File: src/rtl/lsu_pkg.sv
// Shared definitions for the load/store unit.
//   - RV32I func3 width codes
//   - state enumeration of the access sequencer
//   - small helpers that classify a request (legality, crossing)
package lsu_pkg;

    // RV32I load/store width codes (func3). Bits [1:0] give the access
    // size (00 byte, 01 half, 10 word); bit 2 selects zero-extension.
    localparam logic [2:0] F3_B  = 3'b000;
    localparam logic [2:0] F3_H  = 3'b001;
    localparam logic [2:0] F3_W  = 3'b010;
    localparam logic [2:0] F3_BU = 3'b100;
    localparam logic [2:0] F3_HU = 3'b101;

    localparam logic [1:0] SZ_B = 2'b00;
    localparam logic [1:0] SZ_H = 2'b01;
    localparam logic [1:0] SZ_W = 2'b10;

    typedef enum logic [1:0] {
        IDLE = 2'd0,
        ACC1 = 2'd1,
        ACC2 = 2'd2,
        RESP = 2'd3
    } lsu_state_e;

    // Unsigned widths only exist for loads; 011/110/111 are never legal.
    function automatic logic f3_legal(input logic [2:0] f3, input logic is_store);
        logic ok;
        ok = (f3 == F3_B) || (f3 == F3_H) || (f3 == F3_W);
        if (!is_store) begin
            ok = ok || (f3 == F3_BU) || (f3 == F3_HU);
        end
        return ok;
    endfunction

    // An access needs a second memory word when its bytes run past lane 3.
    function automatic logic access_crosses(input logic [1:0] size, input logic [1:0] offset);
        return ((size == SZ_W) && (offset != 2'd0)) ||
               ((size == SZ_H) && (offset == 2'd3));
    endfunction

endpackage

File: src/rtl/byte_lane_align.sv
// Byte-lane alignment shared by the store and load paths.
//   Store side: right-justified st_data is masked to the access size and
//   shifted up to byte offset 'offset' across a 64-bit window; the low half
//   (st_lo/be_lo) goes to the first word, the overflow (st_hi/be_hi) to the
//   next word starting at lane 0.
//   Load side: the two fetched words {ld_hi, ld_lo} are shifted down by
//   'offset' bytes and the result is sign- or zero-extended to 32 bits.
// Ports
//   offset     in   byte offset within the first word
//   size       in   access size (SZ_B / SZ_H / SZ_W)
//   sign_ext   in   1 = sign-extend loads, 0 = zero-extend
//   st_data    in   store data, right-justified
//   st_lo/hi   out  lane-aligned store data for first/second word
//   be_lo/hi   out  byte enables for first/second word
//   ld_lo/hi   in   first/second fetched word
//   ld_data    out  assembled, extended load result
module byte_lane_align
    import lsu_pkg::*;
(
    input  logic [1:0]  offset,
    input  logic [1:0]  size,
    input  logic        sign_ext,
    input  logic [31:0] st_data,
    output logic [31:0] st_lo,
    output logic [31:0] st_hi,
    output logic [3:0]  be_lo,
    output logic [3:0]  be_hi,
    input  logic [31:0] ld_lo,
    input  logic [31:0] ld_hi,
    output logic [31:0] ld_data
);

    logic [31:0] data_mask;
    logic [3:0]  lane_mask;
    logic [63:0] st_wide;
    logic [7:0]  be_wide;
    logic [63:0] ld_wide;
    logic [31:0] ld_raw;

    // NOTE: every signal written in a combinational block gets a default
    // first; a path that skips an assignment would otherwise infer a latch.
    always_comb begin
        data_mask = 32'hFFFF_FFFF;
        lane_mask = 4'b1111;
        case (size)
            SZ_B: begin
                data_mask = 32'h0000_00FF;
                lane_mask = 4'b0001;
            end
            SZ_H: begin
                data_mask = 32'h0000_FFFF;
                lane_mask = 4'b0011;
            end
            default: ;
        endcase

        // Unused lanes carry zeros rather than stray upper bytes of wdata.
        st_wide = {32'h0, st_data & data_mask} << {offset, 3'b000};
        be_wide = {4'h0, lane_mask} << offset;
        st_lo   = st_wide[31:0];
        st_hi   = st_wide[63:32];
        be_lo   = be_wide[3:0];
        be_hi   = be_wide[7:4];

        ld_wide = {ld_hi, ld_lo} >> {offset, 3'b000};
        ld_raw  = ld_wide[31:0];
        case (size)
            SZ_B:    ld_data = {{24{sign_ext & ld_raw[7]}},  ld_raw[7:0]};
            SZ_H:    ld_data = {{16{sign_ext & ld_raw[15]}}, ld_raw[15:0]};
            default: ld_data = ld_raw;
        endcase
    end

endmodule

File: src/rtl/load_store_unit.sv
// Load/store unit between a pipeline and a word-wide data memory.
// Accepts one B/H/W (and BU/HU for loads) access at a time, performs one
// memory cycle, or two when the access straddles a word boundary, and
// reports completion with a one-cycle done pulse.
// Ports
//   clk, rst             clock, synchronous active-high reset
//   req_valid/req_ready  request handshake (ready only in IDLE)
//   req_write            1 = store, 0 = load
//   func3                RV32I width code
//   addr                 byte address
//   wdata                store data, right-justified
//   rdata, done, err     extended load result, completion pulse, illegal flag
//   mem_read/mem_write   memory enables
//   mem_addr             memory word address
//   mem_be, mem_wdata    byte enables and lane-aligned write data
//   mem_rdata            combinational read data for mem_addr
module load_store_unit
    import lsu_pkg::*;
#(
    parameter int WORD_ADDR_W = 6
) (
    input  logic                     clk,
    input  logic                     rst,
    input  logic                     req_valid,
    output logic                     req_ready,
    input  logic                     req_write,
    input  logic [2:0]               func3,
    input  logic [WORD_ADDR_W+1:0]   addr,
    input  logic [31:0]              wdata,
    output logic [31:0]              rdata,
    output logic                     done,
    output logic                     err,
    output logic                     mem_read,
    output logic                     mem_write,
    output logic [WORD_ADDR_W-1:0]   mem_addr,
    output logic [3:0]               mem_be,
    output logic [31:0]              mem_wdata,
    input  logic [31:0]              mem_rdata
);

    lsu_state_e                 state_q, state_d;
    logic                       write_q, write_d;
    logic [2:0]                 func3_q, func3_d;
    logic [WORD_ADDR_W+1:0]     addr_q, addr_d;
    logic [31:0]                wdata_q, wdata_d;
    logic [31:0]                rd_lo_q, rd_lo_d;
    logic [31:0]                rd_hi_q, rd_hi_d;

    logic                       legal;
    logic [1:0]                 size;
    logic                       crosses;
    logic [WORD_ADDR_W-1:0]     word_addr;
    logic [WORD_ADDR_W-1:0]     next_word_addr;
    logic [31:0]                st_lo, st_hi, ld_data;
    logic [3:0]                 be_lo, be_hi;

    // Request classification is taken from the captured copy so the live
    // inputs can change freely once the request has been accepted.
    assign legal          = f3_legal(func3_q, write_q);
    assign size           = func3_q[1:0];
    assign crosses        = legal && access_crosses(size, addr_q[1:0]);
    assign word_addr      = addr_q[WORD_ADDR_W+1:2];
    // Wraps from the last word back to word 0.
    assign next_word_addr = word_addr + {{(WORD_ADDR_W-1){1'b0}}, 1'b1};

    byte_lane_align u_align (
        .offset   (addr_q[1:0]),
        .size     (size),
        .sign_ext (~func3_q[2]),
        .st_data  (wdata_q),
        .st_lo    (st_lo),
        .st_hi    (st_hi),
        .be_lo    (be_lo),
        .be_hi    (be_hi),
        .ld_lo    (rd_lo_q),
        .ld_hi    (rd_hi_q),
        .ld_data  (ld_data)
    );

    // Next-state and capture logic.
    always_comb begin
        state_d = state_q;
        write_d = write_q;
        func3_d = func3_q;
        addr_d  = addr_q;
        wdata_d = wdata_q;
        rd_lo_d = rd_lo_q;
        rd_hi_d = rd_hi_q;
        case (state_q)
            IDLE: begin
                if (req_valid) begin
                    write_d = req_write;
                    func3_d = func3;
                    addr_d  = addr;
                    wdata_d = wdata;
                    state_d = ACC1;
                end
            end
            ACC1: begin
                if (!write_q) rd_lo_d = mem_rdata;
                state_d = crosses ? ACC2 : RESP;
            end
            ACC2: begin
                if (!write_q) rd_hi_d = mem_rdata;
                state_d = RESP;
            end
            RESP:    state_d = IDLE;
            default: state_d = IDLE;
        endcase
    end

    // Outputs. Everything except req_ready is forced low while rst is high,
    // so a reset landing in ACC2 suppresses the second write at once.
    always_comb begin
        req_ready = (state_q == IDLE);
        done      = 1'b0;
        err       = 1'b0;
        rdata     = 32'h0;
        mem_read  = 1'b0;
        mem_write = 1'b0;
        mem_addr  = '0;
        mem_be    = 4'h0;
        mem_wdata = 32'h0;
        if (!rst) begin
            case (state_q)
                ACC1: begin
                    if (legal) begin
                        mem_addr = word_addr;
                        if (write_q) begin
                            mem_write = 1'b1;
                            mem_be    = be_lo;
                            mem_wdata = st_lo;
                        end else begin
                            mem_read  = 1'b1;
                        end
                    end
                end
                ACC2: begin
                    mem_addr = next_word_addr;
                    if (write_q) begin
                        mem_write = 1'b1;
                        mem_be    = be_hi;
                        mem_wdata = st_hi;
                    end else begin
                        mem_read  = 1'b1;
                    end
                end
                RESP: begin
                    done  = 1'b1;
                    err   = ~legal;
                    rdata = (legal && !write_q) ? ld_data : 32'h0;
                end
                default: ;
            endcase
        end
    end

    // NOTE: sequential state uses non-blocking assignments so every flop
    // samples the pre-edge value of its _d input, independent of block order.
    always_ff @(posedge clk) begin
        if (rst) begin
            state_q <= IDLE;
            write_q <= 1'b0;
            func3_q <= 3'b000;
            addr_q  <= '0;
            wdata_q <= 32'h0;
            rd_lo_q <= 32'h0;
            rd_hi_q <= 32'h0;
        end else begin
            state_q <= state_d;
            write_q <= write_d;
            func3_q <= func3_d;
            addr_q  <= addr_d;
            wdata_q <= wdata_d;
            rd_lo_q <= rd_lo_d;
            rd_hi_q <= rd_hi_d;
        end
    end

endmodule

File: config.mk
export PLATFORM = sky130hd
export DESIGN_NAME = load_store_unit
export DESIGN_NICKNAME = d
export VERILOG_FILES = /design/src/rtl/lsu_pkg.sv /design/src/rtl/byte_lane_align.sv /design/src/rtl/load_store_unit.sv
export SDC_FILE = /design/constraint.sdc
export NUM_CORES = 1
export LEC_CHECK = 0
export BUFFER_PORTS_ARGS = -buffer_cell sky130_fd_sc_hd__buf_2
export CORE_MARGIN = 2
export CORE_UTILIZATION = 40
export CTS_CLUSTER_DIAMETER = 40
export DETAILED_ROUTE_END_ITERATION = 8
export PLACE_DENSITY = 0.7
export SYNTH_ARGS = -nofsm -noshare
export SYNTH_HDL_FRONTEND = slang
export SYNTH_SLANG_ARGS = --single-unit
export TNS_END_PERCENT = 5
File: constraint.sdc
create_clock -name clk -period 4.97 [get_ports clk]
set_clock_uncertainty 0.2 [all_clocks]
set_input_delay 0.994 -clock clk [delete_from_list [all_inputs] [get_ports clk]]
set_output_delay 0.994 -clock clk [all_outputs]
set_load 0.05 [all_outputs]
==> results.cfg <==
[status]
run_status = finished clean

[sta]
maxSlewHeadroom_pct = 20.6
fin_crit_sh_pct = 85.7
maxSlewViolCount = 0
timing.final.hold_violations = 0
finalSetupViolCount = 0
worst_slew_pin_slew_ps = 1190
hold_ws_ps = 259
period_minus_slack_ps = 4260
grt_setup_unrepaired = false
totalNegativeSetupSlack_ps = 0
timing_limited_maximum_frequency_mhz = 235

[worst_setup_path]
reg2reg_slack_ps = 2380
worst_path_max_delay_cell = a2111o_1
critical_path_peak_fanout = 45
r2r_end = rd_hi_q[20]
critical_path_buffer_and_inverter_count = 2
cp_cell_sequence = buf_4, nand2b_1, a2111o_1, nor3_4, o21bai_1, buf_2
r2r.worst_path.cells = 5
critPathMaxStageDelay_ps = 620
setup.worst_path.class = input port to primary output
cpLargestDelayFamily = compound AO/OA/AOI/OAI gates
endpoint_kind = primary output
timing.critical_path.depth = 6
crit-reg2reg-launch = state_q[0]
cp.arrival_ps = 3070
cp-start-kind = input port
cp.required_ps = 3780

[routing]
detailroute.via_count = 6305
wl_um = 19700
vias_per_cell = 5.64
wire_per_inst_um = 17.7
drc = 0
detail_route.first_pass.iterations = 5
antenna_violating_nets_post_route = 0
drt_first_iter_violations = 661

[global_routing]
first_global_vias = 5686
grt.total_usage_pct = 23.9
grt_start_max_net_pins = 62
number_of_antenna_violations_at_the_first_check_in_global_routing = 1
grt_pass1_wl_um = 30600
overflow_after_grt = 0

[floorplanning]
fp.dieArea_um2 = 16400
floorplan.initialDensity_pct = 40.8
placement_rows = 45
die_h_um = 128
io_pins = 158
fp.dieW_um = 128
core_region_area_um2 = 15100

[clocking]
cts_tree = yes
clock_sinks = 102
cts_made_buffers = 9
clock_insertion_delay_worst_skew_ps = 350
cts.clk_slew.worst_paths_ps = 70
post_cts_hold_buffer_count = 0
cts_root_buf = clkbuf_16
clk_path_buf_depth = 2
h-tree-depth = 3
cts_repair_resize_count = 0
cts_post_setup_buffers_inserted = 0

[yosys]
synth_nets = 903
yosys_warnings = 0
adder_cell_share_of_the_synthesized_area_pct = 1.02
synth.mux.area_fraction_pct = 14.7
synth-seq-cells = 102
post_synth_xor_area_fraction_pct = 0
post_synth_and_or_nand_nor_area_fraction_pct = 21.5
ys_top_cells_by_area = dfxtp_1, nand2_1, a21oi_1
netlist.area_leader.share_pct = 33.2
synthDistinctLibCells = 49
compound_gate_fraction_of_synth_area_pct = 22.9
synth_commonest_cells = nand2_1, a21oi_1, dfxtp_1, clkbuf_1, o21ai_0
synth_sequential_area_ratio_pct = 33.2
cell_accounting_for_the_most_synthesized_area = dfxtp_1
postSynthCellCount = 819
most_used_standard_cell_by_instance_count_after_synthesis = nand2_1
ys_async_sr_fraction_pct = 0
synth_enable_flop_cells = 0
largest_family_of_logic_cells_by_synthesized_area = compound AO/OA/AOI/OAI gates
synth_area_per_cell_um2 = 7.51
netlist_area_um2 = 6150
synth_top_flop_cell = dfxtp_1

[cells_and_area]
final_layout_size_suffix_gt1_share_pct = 24.3
area_growth_syn_to_layout_pct = 17.3
finalNetCount = 1008

[power_and_ir_drop]
comb_power_share_pct = 32.4
part_of_the_total_power_dissipated_in_the_clock_network_pct = 25.2
switching_portion_of_total_power_pct = 39.4
switching_power_summed_over_all_nets_uw = 1050
cellPowerDensity_nw_per_um2 = 368
seq_power_share_pct = 42.4
leakage_component_of_the_power_uw = 0.00272
vdd_ir_drop_max_mv = 0.255
total_power_uw = 2660
internal-power_uw = 1610

[place]
buffer_ports.inserted = 157
globalplace.congestion = 0.880
detailed_place_hpwl_um = 13400

[hold_path]
holdCritStartpoint = rd_hi_q[19]
min_to = rd_hi_q[19]
worst_hold_path_cells = 2
timing.hold.worst.class = flop to flop

[job]
timing.max_cap.violations = 0
## registers in the layout, indices dropped and copies added (netlist names)
| register | count |
|---|---|
| addr_q | 8 |
| rd_lo_q | 32 |
| wdata_q | 32 |
| func3_q | 3 |
| rd_hi_q | 24 |
| state_q | 2 |
| write_q | 1 |
## power groups by stage
stage | Clock, uW | Sequential, uW | Combinational, uW
after floorplan | 0 | 1040 | 699
after global placement | 0 | 1130 | 848
after detailed placement | 0 | 1140 | 856
after CTS | 676 | 1120 | 859
after global routing | 711 | 1150 | 952
final | 668 | 1130 | 861
## layer usage
metal / up-vias / GRT usage (%) / routed length [um]
li1: 3049 / - / -
met1: 2954 / 35.0 / 8880
met2: 263 / 34.6 / 8710
met3: 39 / 5.05 / 1650
met4: 0 / 9.05 / 484
met5: - / 0 / 0
## area by class of cell
class / instances / area, um^2
Antenna cell: 1 / 2.50
Clock buffer: 11 / 233
Clock inverter: 5 / 32.5
Fill cell: 1546 / 7870
Inverter: 18 / 67.6
Multi-Input combinational cell: 622 / 3700
Sequential cell: 102 / 2050
Tap cell: 188 / 235
Timing Repair Buffer: 171 / 893
## worst reg2reg max path: stages, from the launching register on
cell     delay, ps
dfxtp_1        330
inv_1          120
ha_1           500
nor2b_2       1040
nand2_1        120
a21oi_1        200
## cell usage in the layout, fill, tap and decap left out, types with 2 or more instances in the layout
cell and count:
a2bb2oi_1 9, o2bb2ai_1 8, o21ai_1 9, buf_2 156, o21ai_0 44, clkbuf_1 2
mux4_2 29, nand2b_1 8, o21a_1 2, mux2i_1 22, and3_1 4, nor3_1 11
dfxtp_1 100, buf_4 15, a22oi_1 16, inv_1 17, nand3_1 8, a311oi_1 3
ha_1 5, a21oi_1 143, and2b_1 3, nor2b_2 2, clkbuf_16 9, nand2_1 231
a211oi_1 2, mux2_2 3, nor2b_1 7, clkinv_2 2, and2_1 2, dfxtp_4 2
nor2_1 32
## cell families after synthesis
| kind of cell | after synthesis |
|---|---|
| AOI/OAI and AO/OA | 246 |
| muxes | 54 |
| adders and majority gates | 5 |
| buffers and inverters | 95 |
| DFF | 102 |
| and+or+nand+nor | 317 |
## worst max path at each step
stage | start | end
6_report | rst | mem_be[0]
5_1_grt | rst | mem_be[0]
4_1_cts | rst | mem_wdata[0]
3_5_place_dp | rst | mem_wdata[0]
3_3_place_gp | rst | mem_be[0]
2_1_floorplan | rst | mem_wdata[23]
## through the flow
stage / instances / instance area (um^2) / util [%] / setup WS, ps
global route: 1118 / 7220 / 47.8 / 587
finish: 1118 / 7220 / 47.8 / 710
CTS: 1117 / 7220 / 47.8 / 699
floorplan: 819 / 6150 / - / 664
global placement: 1101 / 6950 / 46.1 / 765
detailed placement: 1101 / 6950 / 46.1 / 703
(Power assumes the default switching activity.)
